==> src/rtl/lsq_head_drainer_if.sv <==
// Data-cache request/response bundle between the LSQ drainer and the D$.
// Ports: dc_req_* request handshake (valid/ready), dc_resp_* one-cycle response.
interface lsq_head_drainer_if #(
    parameter int ADDR_W = 32
);
    logic              dc_req_valid;
    logic              dc_req_ready;
    logic              dc_req_we;
    logic [ADDR_W-1:0] dc_req_addr;
    logic [31:0]       dc_req_wdata;
    logic [3:0]        dc_req_wmask;
    logic              dc_resp_valid;
    logic [31:0]       dc_resp_rdata;

    modport master (
        output dc_req_valid,
        output dc_req_we,
        output dc_req_addr,
        output dc_req_wdata,
        output dc_req_wmask,
        input  dc_req_ready,
        input  dc_resp_valid,
        input  dc_resp_rdata
    );

    modport slave (
        input  dc_req_valid,
        input  dc_req_we,
        input  dc_req_addr,
        input  dc_req_wdata,
        input  dc_req_wmask,
        output dc_req_ready,
        output dc_resp_valid,
        output dc_resp_rdata
    );
endinterface

==> src/rtl/lsq_head_drainer.sv <==
// Drains the LSQ head: one D$ access at a time, load writeback, retire pulse.
// Ports: clk/rst_aH, flush, head_* entry view, deq_valid, dc (D$ bus), wb_*, busy.
module lsq_head_drainer #(
    parameter int ADDR_W   = 32,
    parameter int ROB_ID_W = 5
) (
    input  logic                clk,
    input  logic                rst_aH,
    input  logic                flush,
    input  logic                head_valid,
    input  logic                head_is_store,
    input  logic                head_addr_valid,
    input  logic                head_st_committed,
    input  logic [ADDR_W-1:0]   head_addr,
    input  logic [31:0]         head_st_data,
    input  logic [1:0]          head_size,
    input  logic                head_sign_ext,
    input  logic [ROB_ID_W-1:0] head_rob_id,
    output logic                deq_valid,
    lsq_head_drainer_if.master  dc,
    output logic                wb_valid,
    output logic [ROB_ID_W-1:0] wb_rob_id,
    output logic [31:0]         wb_data,
    output logic                busy
);

    typedef enum logic [1:0] {
        IDLE,
        REQ,
        RESP,
        DRAIN
    } state_t;

    state_t state_q;
    state_t state_d;

    logic                is_store_q;
    logic [ADDR_W-1:0]   addr_q;
    logic [31:0]         st_data_q;
    logic [1:0]          size_q;
    logic                sext_q;
    logic [ROB_ID_W-1:0] rob_q;

    logic        eligible;
    logic        launch;
    logic        retire;
    logic        in_req;
    logic [1:0]  off;
    logic [4:0]  sh;
    logic [3:0]  base_mask;
    logic [31:0] r;
    logic [31:0] ld_ext;

    // deq_valid gate keeps the not-yet-popped head from relaunching
    assign eligible = head_valid && head_addr_valid
                   && (!head_is_store || head_st_committed)
                   && !flush && !deq_valid;

    always_ff @(posedge clk or posedge rst_aH) begin
        if (rst_aH) state_q <= IDLE;
        else        state_q <= state_d;
    end

    always_comb begin
        state_d = state_q;
        launch  = 1'b0;
        retire  = 1'b0;
        unique case (state_q)
            IDLE: begin
                if (eligible) begin
                    state_d = REQ;
                    launch  = 1'b1;
                end
            end
            REQ: begin
                if (dc.dc_req_ready)
                    state_d = flush ? DRAIN : RESP;
                else if (flush)
                    state_d = IDLE;
            end
            RESP: begin
                // a flush coinciding with the response ends the access
                // silently; the LSQ is clearing itself anyway
                if (dc.dc_resp_valid) begin
                    state_d = IDLE;
                    retire  = !flush;
                end else if (flush) begin
                    state_d = DRAIN;
                end
            end
            DRAIN: begin
                if (dc.dc_resp_valid) state_d = IDLE;
            end
            default: state_d = IDLE;
        endcase
    end

    assign off = addr_q[1:0];
    assign sh  = {off, 3'b000};

    always_comb begin
        unique case (size_q)
            2'd0:    base_mask = 4'b0001;
            2'd1:    base_mask = 4'b0011;
            default: base_mask = 4'b1111;
        endcase
    end

    assign r = dc.dc_resp_rdata >> sh;

    always_comb begin
        unique case (size_q)
            2'd0:    ld_ext = {{24{sext_q & r[7]}}, r[7:0]};
            2'd1:    ld_ext = {{16{sext_q & r[15]}}, r[15:0]};
            default: ld_ext = r;
        endcase
    end

    // request fields shown only while requesting, so idle/reset reads 0
    assign in_req          = (state_q == REQ);
    assign dc.dc_req_valid = in_req;
    assign dc.dc_req_we    = in_req & is_store_q;
    assign dc.dc_req_addr  = in_req ? {addr_q[ADDR_W-1:2], 2'b00}
                                    : '0;
    assign dc.dc_req_wmask = in_req ? 4'(base_mask << off) : 4'b0;
    assign dc.dc_req_wdata = in_req ? (st_data_q << sh) : 32'b0;
    assign busy            = (state_q != IDLE);

    always_ff @(posedge clk or posedge rst_aH) begin
        if (rst_aH) begin
            is_store_q <= 1'b0;
            addr_q     <= '0;
            st_data_q  <= '0;
            size_q     <= '0;
            sext_q     <= 1'b0;
            rob_q      <= '0;
            deq_valid  <= 1'b0;
            wb_valid   <= 1'b0;
            wb_rob_id  <= '0;
            wb_data    <= '0;
        end else begin
            if (launch) begin
                is_store_q <= head_is_store;
                addr_q     <= head_addr;
                st_data_q  <= head_st_data;
                size_q     <= head_size;
                sext_q     <= head_sign_ext;
                rob_q      <= head_rob_id;
            end
            deq_valid <= retire;
            wb_valid  <= retire && !is_store_q;
            if (retire && !is_store_q) begin
                wb_rob_id <= rob_q;
                wb_data   <= ld_ext;
            end
        end
    end

endmodule

==> src/flat_wrapper.sv <==
// flat-port wrapper written by rule: the top's interface ports become plain ports
module lsq_head_drainer_flat 
#(
    parameter int ADDR_W   = 32,
    parameter int ROB_ID_W = 5
)
  (clk, rst_aH, flush, head_valid, head_is_store, head_addr_valid, head_st_committed, head_addr, head_st_data, head_size, head_sign_ext, head_rob_id, deq_valid, wb_valid, wb_rob_id, wb_data, busy, dc_dc_req_valid, dc_dc_req_we, dc_dc_req_addr, dc_dc_req_wdata, dc_dc_req_wmask, dc_dc_req_ready, dc_dc_resp_valid, dc_dc_resp_rdata);
  lsq_head_drainer_if #(.ADDR_W(ADDR_W)) dc_i ();
  input  logic clk;
  input  logic rst_aH;
  input  logic flush;
  input  logic head_valid;
  input  logic head_is_store;
  input  logic head_addr_valid;
  input  logic head_st_committed;
  input  logic [ADDR_W-1:0] head_addr;
  input  logic [31:0] head_st_data;
  input  logic [1:0] head_size;
  input  logic head_sign_ext;
  input  logic [ROB_ID_W-1:0] head_rob_id;
  output logic deq_valid;
  output logic wb_valid;
  output logic [ROB_ID_W-1:0] wb_rob_id;
  output logic [31:0] wb_data;
  output logic busy;
  output wire logic [$bits(dc_i.dc_req_valid)-1:0] dc_dc_req_valid;
  output wire logic [$bits(dc_i.dc_req_we)-1:0] dc_dc_req_we;
  output wire logic [$bits(dc_i.dc_req_addr)-1:0] dc_dc_req_addr;
  output wire logic [$bits(dc_i.dc_req_wdata)-1:0] dc_dc_req_wdata;
  output wire logic [$bits(dc_i.dc_req_wmask)-1:0] dc_dc_req_wmask;
  input wire logic [$bits(dc_i.dc_req_ready)-1:0] dc_dc_req_ready;
  input wire logic [$bits(dc_i.dc_resp_valid)-1:0] dc_dc_resp_valid;
  input wire logic [$bits(dc_i.dc_resp_rdata)-1:0] dc_dc_resp_rdata;
  assign dc_dc_req_valid = dc_i.dc_req_valid;
  assign dc_dc_req_we = dc_i.dc_req_we;
  assign dc_dc_req_addr = dc_i.dc_req_addr;
  assign dc_dc_req_wdata = dc_i.dc_req_wdata;
  assign dc_dc_req_wmask = dc_i.dc_req_wmask;
  assign dc_i.dc_req_ready = dc_dc_req_ready;
  assign dc_i.dc_resp_valid = dc_dc_resp_valid;
  assign dc_i.dc_resp_rdata = dc_dc_resp_rdata;
  lsq_head_drainer #(.ADDR_W(ADDR_W), .ROB_ID_W(ROB_ID_W)) u_core (.clk(clk), .rst_aH(rst_aH), .flush(flush), .head_valid(head_valid), .head_is_store(head_is_store), .head_addr_valid(head_addr_valid), .head_st_committed(head_st_committed), .head_addr(head_addr), .head_st_data(head_st_data), .head_size(head_size), .head_sign_ext(head_sign_ext), .head_rob_id(head_rob_id), .deq_valid(deq_valid), .dc(dc_i), .wb_valid(wb_valid), .wb_rob_id(wb_rob_id), .wb_data(wb_data), .busy(busy));
endmodule
==> config.mk <==
export PLATFORM = sky130hd
export DESIGN_NAME = lsq_head_drainer_flat
export DESIGN_NICKNAME = d
export VERILOG_FILES = /design/src/rtl/lsq_head_drainer_if.sv /design/src/rtl/lsq_head_drainer.sv /design/src/flat_wrapper.sv
export SDC_FILE = /design/constraint.sdc
export NUM_CORES = 1
export LEC_CHECK = 0
export CAP_MARGIN = 0
export CELL_PAD_IN_SITES_DETAIL_PLACEMENT = 0
export CELL_PAD_IN_SITES_GLOBAL_PLACEMENT = 2
export CORE_ASPECT_RATIO = 0.6
export CORE_UTILIZATION = 25
export DETAILED_ROUTE_END_ITERATION = 8
export GPL_TIMING_DRIVEN = 0
export PLACE_DENSITY = 0.87
export SLEW_MARGIN = 20
export SYNTH_ARGS = -nofsm -noshare
export SYNTH_HDL_FRONTEND = slang
export SYNTH_SLANG_ARGS = --single-unit
==> constraint.sdc <==
create_clock -name clk -period 4 [get_ports clk]
set_clock_uncertainty 0.05 [all_clocks]
set_input_delay 1 -clock clk [delete_from_list [all_inputs] [get_ports clk]]
set_output_delay 1 -clock clk [all_outputs]
set_load 0.02 [all_outputs]
==> metrics.md, run 1 <==
| Metric | Value |
|---|---|
| Status | `finished clean` |
| CP Max Fanout | `10` |
| Number of vias per cell | `4.52` |
| CTS root buffer | `clkbuf_16` |
| Setup WS post-layout | `0.184 ns` |
| Yosys Warn Count | `0` |
| Area occupied by registers | `2850 µm²` |
| H-Tree Depth | `4` |
| Post-detailed-route count of antenna-violating nets | `0` |
| Clock transition at path regs | `~0.06 ns` |
| Finish-stage setup viols | `0` |
| Slew Viols, Final | `0` |
| Critical path type | `reg2out` |
| Area after DPL | `8700 µm²` |
| Reg2Reg Setup Slack | `approximately 1.8 ns` |
| Hold EP | `u_core.wb_rob_id[2]` |
| DPL Wire Length | `roughly 16000 µm` |
| Worst R2R End | `u_core.wb_data[16]` |
| Critical Path Slowest Stage Cell | `clkdlybuf4s50_1` |
| Worst path arrival time | `2.77 ns` |
| CTS tree | `done` |
| I/O Buffers | `220` |
| DRT Pass-1 Iters | `4` |
| Wirelength per Cell | `19.4 µm` |
| Post-route DRC violation count | `0` |
| Grt met1 use | `about a quarter` |
| Vias in the first global route | `~5200` |
| Area delta synth->final | `55.1%` |
| First-pass GRT wire length | `roughly 33000 µm` |
| Power density cells | `730 nW/µm²` |
| Worst hold path class | `reg2reg` |
| Number of I/O pins | `223` |
| # diodes | `0` |
| Largest net degree at the start of global routing | `32` |
| Leak Pwr | `roughly 4.2 nW` |
| #FFs+latches synth | `114` |
| Die W | `202 µm` |
| R2R cell count | `6` |
| Placement Setup Slack | `0.468 ns` |
| Initial core utilization | `25.8%` |
| Met2 GRT Util | `24.6%` |
| Synth Cell Area | `6020 µm²` |
| Die Y | `between 100 and 150 µm` |
| Routed WL | `~21000 µm` |
| Fin area | `between 9000 and 10000 µm²` |
| Hold path depth | `2` |
| Gr usage total | `18.1%` |
| GR met3 Demand/Resource | `7.57%` |
| Multi-input logic area | `2910 µm²` |
| Peak supply drop | `roughly 0.00028 V` |
| Largest stage delay on the critical path | `0.67 ns` |
| Fraction of layout cells with a size suffix above 1 | `19.7%` |
| Setup crit end kind | `primary output` |
| Clk Latency, worst-skew pair | `0.43 ns` |
| Relative slew slack | `a little under three fifths` |
| Max Root-Sink Buffers | `2` |
| Hold_sp | `u_core.rob_q[2]` |
| Vias | `4939` |
| Grt peak-use layer | `met1` |
| Post-synthesis cell count | `521` |
| Delay-heaviest family, CP | `buffers and inverters` |
| Max Cap Viol | `0` |
| Fmax | `~260 MHz` |
| Detailed Route Iter0 Violations | `218` |
| Inst Count DP | `1061` |
| Nets | `between 800 and 900` |
| Critical Path RT | `2.95 ns` |
| Die area | `24700 µm²` |
| Total negative slack | `0 ns` |
| GRT overflow | `0` |
| Hold Vio Cnt, Final | `0` |
| Hold Buf Count CTS | `0` |
| Slew @ Worst Pin | `0.665 ns` |
| Fin crit period | `3.82 ns` |
| Sink Count | `114` |
| Core area | `about 23000 µm²` |
| CP startpoint | `u_core.addr_q[0]` |
| Placer Congestion | `0.902` |
| Syn_area_per_cell | `11.6 µm²` |
| RSZ-0062 raised after global routing | `false` |
| Fill cell count | `2291` |
| Inserted Clock Buffers | `17` |
| Buf/Inv on CP | `5` |
| Placement Rows | `43` |
| Fin cells | `1093` |
| Worst-path cell chain | `clkbuf_2 > buf_4 > buf_4 > buf_2 > a211oi_1 > a211oi_1 > clkdlybuf4s50_1` |
| Seq/Total Area, Yosys | `47.4%` |
| Startpoint Class | `register` |
| Antenna violations before repair | `1` |
| R2r startpoint | `u_core.state_q[0]` |
| Fin crit share | `95.4%` |
| Synth cell types | `36` |
layer usage:
| metal | part of all wire [%] | wire length (µm) |
|---|---|---|
| met1 | 48 | 10200 |
| met2 | 39 | 8360 |
| met3 | 11 | 2390 |
| met4 | 1.2 | 248 |
| met5 | 0.056 | 12 |
area by class of cell:
type | count | area share [%]
repair buffers | 224 | 24.5
clock buffers | 22 | 5.19
multi-input cells | 363 | 31.2
clock inverters | 10 | 1.39
well taps | 315 | 4.22
plain buffers | 40 | 2.73
inverters | 5 | 0.268
flip-flops and latches | 114 | 30.6
flip-flops by register name, summed over array words and instances, names as in the netlist, 2 cells and up:
register,cells
u_core.addr_q,32
u_core.rob_q,5
u_core.size_q,2
u_core.st_data_q,32
u_core.state_q,2
u_core.wb_data,32
u_core.wb_rob_id,5
repair_timing:
item	4_1_cts	5_1_grt
setup buffers	0	0
gates resized for setup	0	6
endpoints found under the hold margin	0	0
endpoints found under the setup margin	0	15
synthesized netlist by cell type:
cell	count	area (µm²)
dfrtp_1	114	2850
mux2_4	70	1050
nand2_1	46	173
nor2_1	43	161
and2_1	39	244
mux2i_1	38	380
a21oi_1	25	125
a211oi_1	23	173
buf_2	17	85.1
nor2b_1	17	106
nand3_1	16	80.1
mux2_2	10	113
clkbuf_1	8	30.0
o2bb2ai_1	8	70.1
o311ai_0	8	70.1
buf_6	7	78.8
buf_4	6	45.0
nand2b_1	5	31.3
inv_1	4	15.0
a2111oi_4	1	27.5
a31oi_2	1	12.5
and3_1	1	6.26
buf_1	1	3.75
clkbuf_2	1	5.00
conb_1	1	3.75
inv_2	1	3.75
nand2_4	1	11.3
nand3b_1	1	7.51
nand4_1	1	6.26
nand4b_1	1	8.76
nor2_2	1	6.26
o211ai_1	1	7.51
o21ai_0	1	5.00
o22ai_1	1	6.26
or2_2	1	6.26
xnor2_1	1	8.76
stage by stage:
stage               power, mW  hold WS [ns]  utilization (%)
floorplan                3.93         0.383                -
detailed placement       5.22         0.409             37.3
finish                   6.81         0.409             40.0
CTS                      6.87         0.417             39.9
global route             7.23         0.443             40.0
global placement         5.19         0.397             36.9
worst max-delay path by stage:
stage                                endpoint  slack, ns  cells past startpoint
after floorplan           dc_dc_req_wdata[24]       1.30                      6
after global placement       u_core.deq_valid       0.23                      2
after detailed placement  dc_dc_req_wdata[26]       0.47                      6
after CTS                 dc_dc_req_wdata[26]      0.003                      6
after global routing      dc_dc_req_wdata[25]      0.004                      7
final                     dc_dc_req_wdata[31]       0.18                      7
cell usage in the layout (no fill, tap or decap), types with 3 or more instances in the layout:
| cell | instances |
|---|---|
| nand2_1 | 46 |
| nor2_1 | 43 |
| clkbuf_4 | 3 |
| clkinv_2 | 5 |
| nand3_1 | 16 |
| mux2i_1 | 38 |
| and2_1 | 39 |
| mux2_4 | 70 |
| mux2_2 | 10 |
| nor2b_1 | 17 |
| nand2b_1 | 5 |
| clkbuf_16 | 17 |
| dfrtp_1 | 114 |
| buf_2 | 14 |
| buf_6 | 7 |
| a21oi_1 | 25 |
| o2bb2ai_1 | 8 |
| a211oi_1 | 23 |
| clkbuf_8 | 4 |
| bufinv_16 | 3 |
| buf_4 | 6 |
| inv_1 | 3 |
| buf_12 | 4 |
| clkbuf_1 | 9 |
| clkinvlp_4 | 3 |
| clkdlybuf4s50_1 | 219 |
| o311ai_0 | 8 |
tightest hold or removal path, stage by stage, from the launching register on:
cell     delay [ns]
dfrtp_1        0.34
nand2_1        0.05
nand2_1        0.05
report_power, final:
group          internal, mW  leakage (nW)  switching [mW]  total, mW
logic                  1.61          2.48            1.53       3.14
clock network          1.04         0.302           0.566       1.60
registers              1.69          1.40           0.373       2.07
logic make-up (layout without fill, tap and decap cells):
logic type	count (synthesis)	count (layout)	share of synthesized area (%)
AO/OA/AOI/OAI	69	69	8.25
buffers and inverters	45	301	4.43
AND/OR/NAND/NOR	173	173	14.1
XOR/XNOR	1	1	0.145
other	1	2	0.0623
multiplexers	118	118	25.6
flip-flops	114	114	47.4
Note: power is estimated with default switching activity, not from simulation.
==> inputs of run 2 (changes only) <==
GPL_ROUTABILITY_DRIVEN = 1   (was default)
==> results of run 2 <==
Same layout as run 1: the final DEF is identical, and so are final timing and power.
==> inputs of run 3 (changes only) <==
CTS_BUF_LIST = sky130_fd_sc_hd__clkbuf_16   (was default)
==> metrics.md, run 3 (synthesis gave the netlist of run 1 again) <==
| Metric | Value |
|---|---|
| Status | `finished clean (unchanged)` |
| Nets | `878 (unchanged)` |
| Startpoint Class | `register (unchanged)` |
| Buf/Inv on CP | `5 (unchanged)` |
| Gr usage total | `18.1% (about the same)` |
| Die W | `202 µm (unchanged)` |
| Post-route DRC violation count | `0 (unchanged)` |
| Area after DPL | `8700 µm² (unchanged)` |
| Antenna violations before repair | `1 (unchanged)` |
| Vias | `4958 (was 4939)` |
| Initial core utilization | `25.8% (unchanged)` |
| Setup crit end kind | `primary output (unchanged)` |
| Post-CTS setup buffer count | `0 (unchanged)` |
| Finish-stage setup viols | `0 (unchanged)` |
| Delay-heaviest family, CP | `buffers and inverters (unchanged)` |
| Final hold slack | `0.408 ns (was 0.409 ns)` |
| CTS root buffer | `clkbuf_16 (unchanged)` |
| Wirelength per Cell | `19.5 µm (was 19.4 µm)` |
| Placement Rows | `43 (unchanged)` |
| Util after Layout | `39.8% (was 40.0%)` |
| Overall Power | `6.74 mW (was 6.81 mW)` |
| Commonest non-fill, non-tap cell in the layout | `clkdlybuf4s50_1 (unchanged)` |
| Fin cells | `1093 (unchanged)` |
| Most frequent cells in the layout | `clkdlybuf4s50_1, dfrtp_1, mux2_4 (unchanged)` |
| Vias in the first global route | `5174 (was 5191)` |
| Clock transition at path regs | `0.06 ns (about the same)` |
| Slew @ Worst Pin | `0.681 ns (was 0.665 ns)` |
| Max Root-Sink Buffers | `2 (unchanged)` |
| Leak Pwr | `4.17 nW (was 4.19 nW)` |
| Hold Buf Count CTS | `0 (unchanged)` |
| Resize count post-CTS | `0 (unchanged)` |
| Slew Viols, Final | `0 (unchanged)` |
| Fill cell count | `2301 (was 2291)` |
| Largest stage delay on the critical path | `0.67 ns (about the same)` |
| RSZ-0062 raised after global routing | `false (unchanged)` |
| CTS tree | `done (unchanged)` |
| Clk Latency, worst-skew pair | `0.43 ns (about the same)` |
| Routed WL | `21300 µm (was 21200 µm)` |
| Fraction of layout cells with a size suffix above 1 | `19.2% (was 19.7%)` |
| Number of I/O pins | `223 (unchanged)` |
| Post-detailed-route count of antenna-violating nets | `0 (unchanged)` |
| Number of vias per cell | `4.54 (was 4.52)` |
| Area delta synth->final | `54.4% (was 55.1%)` |
| # diodes | `0 (unchanged)` |
| DRT Pass-1 Iters | `4 (unchanged)` |
| Hold Vio Cnt, Final | `0 (unchanged)` |
| Fin crit period | `3.81 ns (was 3.82 ns)` |
| First-pass GRT wire length | `32700 µm (was 32800 µm)` |
| Core area | `23300 µm² (unchanged)` |
| Total negative slack | `0 ns (unchanged)` |
| Power density cells | `725 nW/µm² (was 730 nW/µm²)` |
| Inserted Clock Buffers | `17 (unchanged)` |
| Sink Count | `114 (unchanged)` |
| Fin crit share | `95.3% (was 95.4%)` |
| Critical Path RT | `2.95 ns (about the same)` |
| Critical Path Slowest Stage Cell | `clkdlybuf4s50_1 (unchanged)` |
| Detailed Route Iter0 Violations | `252 (was 218)` |
| I/O Buffers | `220 (unchanged)` |
| Die Y | `122 µm (unchanged)` |
| Max Cap Viol | `0 (unchanged)` |
| CP Max Fanout | `10 (unchanged)` |
| Relative slew slack | `54.6% (was 55.7%)` |
| Peak supply drop | `0.000287 V (was 0.000282 V)` |
| Placer Congestion | `0.902 (unchanged)` |
| Placement Setup Slack | `0.468 ns (unchanged)` |
| Worst hold path class | `reg2reg (unchanged)` |
| Worst-path cell chain | `clkbuf_2 > buf_4 > buf_4 > buf_2 > a211oi_1 > a211oi_1 > clkdlybuf4s50_1 (unchanged)` |
| Fmax | `262 MHz (about the same)` |
| Largest net degree at the start of global routing | `32 (unchanged)` |
| GRT overflow | `0 (unchanged)` |
| Setup WS post-layout | `0.189 ns (was 0.184 ns)` |
| Worst path arrival time | `2.76 ns (was 2.77 ns)` |
| Critical path type | `reg2out (unchanged)` |
| DPL Wire Length | `15900 µm (unchanged)` |
| Inst Count DP | `1061 (unchanged)` |
| Fin area | `9300 µm² (was 9340 µm²)` |
| Biggest regs | `u_core.addr_q (32), u_core.st_data_q (32), u_core.wb_data (32) (unchanged)` |
| Die area | `24700 µm² (unchanged)` |
| H-Tree Depth | `4 (unchanged)` |
-- run 3: changes by cell type in the layout (fill, tap and decap cells not counted) --
cell,delta
inv_1,+1
clkbuf_1,-1
clkinv_1,+4
clkbuf_8,-4
-- run 3: worst register-to-register path, stage by stage (launching register included) --
cell	delay (ns)
dfrtp_1	0.42
nor2_1	0.19
nand4b_1	0.34
inv_1	0.25
nand4_1	0.37
buf_2	0.34
o311ai_0	0.13
-- run 3: path summary, 6_finish.rpt --
kind	from	to	slack [ns]	cells past startpoint
max	u_core.addr_q[0]	dc_dc_req_wdata[31]	0.19	7
min	u_core.rob_q[2]	u_core.wb_rob_id[2]	0.41	2
max reg2reg	u_core.state_q[0]	u_core.wb_data[16]	1.78	6
min reg2reg	u_core.rob_q[2]	u_core.wb_rob_id[2]	0.41	2
max in group asynchronous	rst_aH	u_core.deq_valid	2.33	5
min in group asynchronous	rst_aH	u_core.st_data_q[7]	0.90	3
-- run 3: area by class of cell --
type,instances,area [µm²],share of cell area (%)
Tap cell,315,394,4.24
Timing Repair Buffer,224,2280,24.6
Sequential cell,114,2850,30.7
Clock inverter,15,149,1.60
Multi-Input combinational cell,363,2910,31.3
Inverter,5,25.0,0.269
Buffer,40,255,2.75
Clock buffer,17,425,4.58
-- run 3: where the power goes --
| group | switching (mW) | internal (mW) |
|---|---|---|
| Clock | 0.567 | 0.959 |
| Combinational | 1.54 | 1.61 |
| Sequential | 0.374 | 1.69 |
-- run 3: metal layers --
metal,part of all wire (%),track usage (%)
met5,0.056,0
met2,40,24.6
met3,9.4,7.44
met1,50,25.7
met4,1.0,5.31
